### src/rtl/hazard_pkg.sv
// Shared constants and state types for the pipeline hazard controller.
package hazard_pkg;

    localparam logic [2:0] WB_ALU = 3'd0;
    localparam logic [2:0] WB_MEM = 3'd1;
    localparam logic [2:0] WB_PC4 = 3'd2;
    localparam logic [2:0] WB_HI  = 3'd3;
    localparam logic [2:0] WB_LO  = 3'd4;

    localparam logic [1:0] FWD_RF = 2'b00;
    localparam logic [1:0] FWD_W  = 2'b01;
    localparam logic [1:0] FWD_M  = 2'b10;

    typedef enum logic {M_IDLE, M_BUSY} mult_state_t;
    typedef enum logic {C_RUN, C_MISS} cache_state_t;

    // True when the D instruction reads the HI/LO product registers.
    function automatic logic is_hilo(input logic [2:0] wbsrc);
        return (wbsrc == WB_HI) || (wbsrc == WB_LO);
    endfunction

endpackage

### src/rtl/forward_unit.sv
// Combinational operand forwarding selects for the D-stage branch compare
// and the E-stage ALU inputs. Register 0 never forwards.
module forward_unit
    import hazard_pkg::*;
(
    input  logic [4:0] rsd,
    input  logic [4:0] rtd,
    input  logic [4:0] rse,
    input  logic [4:0] rte,
    input  logic [4:0] writeregm,
    input  logic [4:0] writeregw,
    input  logic       regwritem,
    input  logic       regwritew,
    output logic       ForwardAD,
    output logic       ForwardBD,
    output logic [1:0] ForwardAE,
    output logic [1:0] ForwardBE
);

    always_comb begin
        ForwardAE = FWD_RF;
        if (rse != '0 && regwritem && writeregm == rse)
            ForwardAE = FWD_M;
        else if (rse != '0 && regwritew && writeregw == rse)
            ForwardAE = FWD_W;

        ForwardBE = FWD_RF;
        if (rte != '0 && regwritem && writeregm == rte)
            ForwardBE = FWD_M;
        else if (rte != '0 && regwritew && writeregw == rte)
            ForwardBE = FWD_W;

        ForwardAD = (rsd != '0) && regwritem && (writeregm == rsd);
        ForwardBD = (rtd != '0) && regwritem && (writeregm == rtd);
    end

endmodule

### src/rtl/hazard_ctrl.sv
// Stall/flush/forward controller with multiplier and data-cache miss tracking.
// Optional HAZARD_PERF_CNT_EN adds saturating stall and miss cycle counters.
module hazard_ctrl
    import hazard_pkg::*;
(
    input  logic       clk,
    input  logic       reset,
    input  logic [4:0] rsd,
    input  logic [4:0] rtd,
    input  logic [4:0] rse,
    input  logic [4:0] rte,
    input  logic [4:0] writerege,
    input  logic [4:0] writeregm,
    input  logic [4:0] writeregw,
    input  logic       regwritee,
    input  logic       regwritem,
    input  logic       regwritew,
    input  logic [2:0] wbsrcd,
    input  logic [2:0] wbsrce,
    input  logic [2:0] wbsrcm,
    input  logic       branchd,
    input  logic       multstartd,
    input  logic       multstarte,
    input  logic       prodv,
    input  logic       memwritem,
    input  logic       dcache_ready,
    output logic       StallF,
    output logic       StallD,
    output logic       StallE,
    output logic       StallM,
    output logic       StallW,
    output logic       FlushE,
    output logic       ForwardAD,
    output logic       ForwardBD,
    output logic [1:0] ForwardAE,
    output logic [1:0] ForwardBE,
    output logic       mult_busy
`ifdef HAZARD_PERF_CNT_EN
    ,
    output logic [31:0] stall_cycles,
    output logic [31:0] miss_cycles
`endif
);

    mult_state_t  mstate;
    cache_state_t cstate;

    logic access;
    logic miss_stall;
    logic lduse_hz;
    logic branch_hz;
    logic mult_hz;
    logic pipe_hz;

    forward_unit u_fwd (
        .rsd       (rsd),
        .rtd       (rtd),
        .rse       (rse),
        .rte       (rte),
        .writeregm (writeregm),
        .writeregw (writeregw),
        .regwritem (regwritem),
        .regwritew (regwritew),
        .ForwardAD (ForwardAD),
        .ForwardBD (ForwardBD),
        .ForwardAE (ForwardAE),
        .ForwardBE (ForwardBE)
    );

    always_comb begin
        access     = memwritem || (wbsrcm == WB_MEM);
        miss_stall = ((cstate == C_RUN) && access && !dcache_ready) ||
                     ((cstate == C_MISS) && !dcache_ready);

        lduse_hz  = (wbsrce == WB_MEM) && (rte != '0) &&
                    ((rte == rsd) || (rte == rtd));
        branch_hz = branchd &&
                    ((regwritee && ((writerege == rsd) || (writerege == rtd))) ||
                     ((wbsrcm == WB_MEM) && ((writeregm == rsd) || (writeregm == rtd))));

        mult_busy = (mstate == M_BUSY) || multstarte;
        mult_hz   = mult_busy && !prodv && (is_hilo(wbsrcd) || multstartd);

        pipe_hz = lduse_hz || branch_hz || mult_hz;

        // A miss freezes the whole pipe, so D/E must hold rather than take a bubble.
        StallF = miss_stall || pipe_hz;
        StallD = miss_stall || pipe_hz;
        StallE = miss_stall;
        StallM = miss_stall;
        StallW = miss_stall;
        FlushE = !miss_stall && pipe_hz;
    end

    always_ff @(posedge clk or posedge reset) begin
        if (reset) begin
            mstate <= M_IDLE;
        end else begin
            case (mstate)
                M_IDLE:  if (multstarte) mstate <= M_BUSY;
                M_BUSY:  if (prodv && !multstarte) mstate <= M_IDLE;
                default: mstate <= M_IDLE;
            endcase
        end
    end

    always_ff @(posedge clk or posedge reset) begin
        if (reset) begin
            cstate <= C_RUN;
        end else begin
            case (cstate)
                C_RUN:   if (access && !dcache_ready) cstate <= C_MISS;
                C_MISS:  if (dcache_ready) cstate <= C_RUN;
                default: cstate <= C_RUN;
            endcase
        end
    end

`ifdef HAZARD_PERF_CNT_EN
    always_ff @(posedge clk or posedge reset) begin
        if (reset) begin
            stall_cycles <= '0;
            miss_cycles  <= '0;
        end else begin
            if (StallF && stall_cycles != '1)
                stall_cycles <= stall_cycles + 32'd1;
            if (miss_stall && miss_cycles != '1)
                miss_cycles <= miss_cycles + 32'd1;
        end
    end
`endif

endmodule

### config.mk
export PLATFORM = sky130hd
export DESIGN_NAME = hazard_ctrl
export DESIGN_NICKNAME = d
export VERILOG_FILES = /design/src/rtl/hazard_pkg.sv /design/src/rtl/forward_unit.sv /design/src/rtl/hazard_ctrl.sv
export SDC_FILE = /design/constraint.sdc
export NUM_CORES = 1
export LEC_CHECK = 0
export ABC_AREA = 0
export CORE_MARGIN = 5
export CORE_UTILIZATION = 32
export DETAILED_ROUTE_END_ITERATION = 8
export PLACE_DENSITY = 0.75
export SLEW_MARGIN = 40
export SYNTH_ARGS = -nofsm -noshare
export SYNTH_HDL_FRONTEND = slang
export SYNTH_HIERARCHICAL = 1
export SYNTH_SLANG_ARGS = --single-unit
### constraint.sdc
create_clock -name clk -period 1.66 [get_ports clk]
set_input_delay 0.332 -clock clk [delete_from_list [all_inputs] [get_ports clk]]
set_output_delay 0.332 -clock clk [all_outputs]
set_load 0.005 [all_outputs]
==> key figures <==
Hold path
  – Hold Crit Class: in -> async

Logic synthesis
  – Syn. warnings: 6
  – Sequential element share of the synthesized area: around 5%
  – Yosys reg bits: 2
  – Unique masters post-synth: 31
  – Synth Net Count: 181
  – Avg Cell Area, Syn: between 7 and 8 um^2
  – Area leader, netlist: xnor2_1
  – Synth top area cells: xnor2_1, xor2_1, dfrtp_1
  – Synthesized instance count: 126
  – Top cell type's share of synthesized area: approximately 44%
  – Post-synth design cell area: 985 um^2

Critical path
  – Worst Path Arrival: 1.56 ns
  – Worst EP required: 1.33 ns
  – Crit path launch: rte[3]
  – Crit Reg-Reg Startpoint: cstate$_DFF_PP0_
  – R2R setup slack: ~0.93 ns
  – Type of the worst setup path: in -> out
  – CP startpoint kind: primary input
  – Reg2Reg Depth: 2
  – Setup crit end: StallD
  – Reg-to-Reg End: cstate$_DFF_PP0_
  – CP Max Fanout: 2
  – CP Capture Type: output pin

Power
  – Power Dens Cells: approximately 330 nW/um^2
  – Total power: a little over 700 uW
  – P_leak: between 0.0009 and 0.001 uW
  – Pint: about 450 uW
  – Switch share: 38.5%
  – Sequential power share: under 10%
  – Clk network pwr share: 15.7%
  – Combinational power share: between 70% and 80%
  – P_sw: approximately 280 uW
  – Max IR drop VDD: between 0.1 and 0.15 mV

Floorplanning
  – Placeable core area: ~3000 um^2
  – Die ar.: between 4000 and 5000 um^2
  – # IOs: between 60 and 70
  – Starting Density: between 30 and 40%
  – Rows: 20
  – Die extent in x: 65.5 um
  – Die height: between 60 and 70 um

CTS
  – CTS tree: built
  – CTS H-tree depth: 1
  – CTS max path bufs: 2
  – Latest clock arrival within the worst-skew pair: ~0.23 ns
  – Clock Sinks: 2
  – Clock root cell: clkbuf_4
  – Worst-path clk slew: 0.03 ns
  – Num CTS Buffers: 3

Routing
  – WL/cell: approximately 17 um
  – Vias: 1338
  – Post-route ant nets: 0
  – Drt pass-1 iters: 6
  – Drc violations: 0
  – Via density: around 5.1
  – First DRT Iteration DRCs: 29
  – Post-Route WL: between 4000 and 5000 um

STA
  – Tmin final: between 1.5 and 2 ns
  – Fin. max-slew vios: 0
  – Slew @ Worst Pin: between 0.2 and 0.3 ns
  – Fin crit share: 114%
  – RSZ-0062 raised after global routing: true
  – Rel. slew slack: roughly 82%
  – Final setup viols: 7
  – Fmax: 0.528 GHz
  – Clk_skew: 0 ns
  – Post-route worst setup slack: -0.233 ns
  – Setup TNS Final: -1.05 ns
  – Final Hold Vio Count: 0

Status
  – Outcome: finished with violations
  – Failing checks: setup timing

Layout
  – Synth-to-layout area growth: 121%
  – Inserted Diodes: 0
  – NumNets Final: ~290
  – Share of post-route cells with drive strength above 1: between 50% and 60%
  – Fillers: 211

GRT
  – Initial antenna violation count: 0
  – Vias in the first global route: around 1400
  – Grt met3 use: 3.42%
  – First-pass GRT wire length: around 7000 um
  – Total congestion overflow: 0
  – GRT Total Usage: a little over a fifth
  – Largest net degree at the start of global routing: 7
  – Met1 usage: between 20% and 30%
  – Met2 Resource Use GR: about two fifths
  – Grt peak-use layer: met2

Run
  – Max-cap viol count: 0

Place
  – Placer Congestion: 0.820
  – DP HPWL: 3210 um
  – Port bufs: 67
==> cell type report <==
cell class	instances	area, um^2	area share, %
sequential	2	50.0	2.30
tap	33	41.3	1.90
inverter	2	7.51	0.345
multi-input combinational	118	1180	54.3
clock buffer	3	22.5	1.04
timing repair buffer	105	872	40.1
==> cell families (layout without fill, tap and decap cells) <==
family | count (synthesis) | count (layout) | share of synthesized area [%]
DFF | 2 | 2 | 5.08
AOI/OAI and AO/OA | 14 | 14 | 11.8
buffers and inverters | 6 | 110 | 4.19
and+or+nand+nor | 46 | 46 | 27.3
xor gates and xnor gates | 58 | 58 | 51.6
==> registers in the layout, indices dropped and copies added, names as in the netlist <==
register  count
cstate        1
mstate        1
==> timing repair <==
item,CTS,global route
pin swaps,37,25
buffers inserted,12,4
hold buffers,0,0
gates resized for setup,210,37
setup endpoints to repair,13,13
==> power groups by stage <==
stage	Sequential, uW	Combinational, uW	Clock (uW)
4_1_cts	54.6	514	117
5_1_grt	55.1	594	120
3_3_place_gp	54.2	465	0
3_5_place_dp	54.2	480	0
2_1_floorplan	53.9	190	0
6_report	54.8	556	113
==> critical path: stages <==
cell,delay (ns)
buf_6,0.09
or4_4,0.54
nor2_4,0.09
nor4b_2,0.05
a32oi_2,0.20
nand3b_1,0.11
buf_2,0.14
==> per-layer routing <==
| metal | vias up | wire (um) |
|---|---|---|
| met3 | 14 | 229 |
| met4 | 0 | 152 |
| li1 | 641 | - |
| met2 | 46 | 2510 |
| met5 | - | 0 |
| met1 | 637 | 1640 |
==> how the worst min path moves through the flow <==
| stage | depth (start not counted) | end | start |
|---|---|---|---|
| 2_1_floorplan | 1 | cstate$_DFF_PP0_ | reset |
| 3_3_place_gp | 1 | mstate$_DFF_PP0_ | mstate$_DFF_PP0_ |
| 3_5_place_dp | 1 | mstate$_DFF_PP0_ | mstate$_DFF_PP0_ |
| 4_1_cts | 2 | cstate$_DFF_PP0_ | reset |
| 5_1_grt | 2 | mstate$_DFF_PP0_ | reset |
| 6_report | 2 | cstate$_DFF_PP0_ | reset |
==> cells in the mapped netlist (all sizes together) <==
cell type and n:
a2111oi 2, a211o 1, a211oi 2, a21o 1, a21oi 1, a32oi 1, and2 2, and3b 2
buf 4, dfrtp 2, inv 2, nand2 13, nand3 4, nand3b 1, nand4 6, nor2 9
nor3 1, nor3b 1, nor4 2, nor4b 1, o21ai 1, o22ai 3, o41ai 2, or2 1
or4 3, xnor2 50, xor2 8
==> cell usage in the layout, fill, tap and decap left out, types with 2 or more instances in the layout <==
master / Yosys / layout
buf_4: 3 / 29
and2_4: 0 / 2
nand2_1: 13 / 12
inv_1: 2 / 2
dlygate4sd2_1: 0 / 17
nor2_1: 7 / 3
buf_8: 0 / 4
xnor2_1: 50 / 41
buf_6: 1 / 13
a211oi_2: 0 / 2
a2111oi_4: 0 / 2
xnor2_2: 0 / 8
o22ai_1: 3 / 2
buf_2: 0 / 23
nand4_1: 6 / 6
nor2_4: 2 / 4
nand3_1: 4 / 3
dlymetal6s2s_1: 0 / 2
and3b_1: 2 / 2
nor2_2: 0 / 2
xor2_2: 0 / 8
clkbuf_4: 0 / 5
clkbuf_2: 0 / 2
nor4_2: 1 / 2
clkdlybuf4s15_2: 0 / 3
dfrtp_1: 2 / 2
or4_4: 2 / 3
clkdlybuf4s50_1: 0 / 10
==> through the flow <==
stage          hold slack (ns)  utilization (%)  setup WS [ns]  instance area (um^2)  instances
3_3_place_gp             0.459             62.6         -0.935                  1880        251
5_1_grt                  0.270             72.4         -0.328                  2170        263
3_5_place_dp             0.462             62.6         -0.962                  1880        251
6_report                 0.251             72.4         -0.233                  2170        263
2_1_floorplan           0.0732                -         -0.100                   985        126
4_1_cts                  0.252             69.0         -0.307                  2070        264
Power figures use the tool's default switching activity.
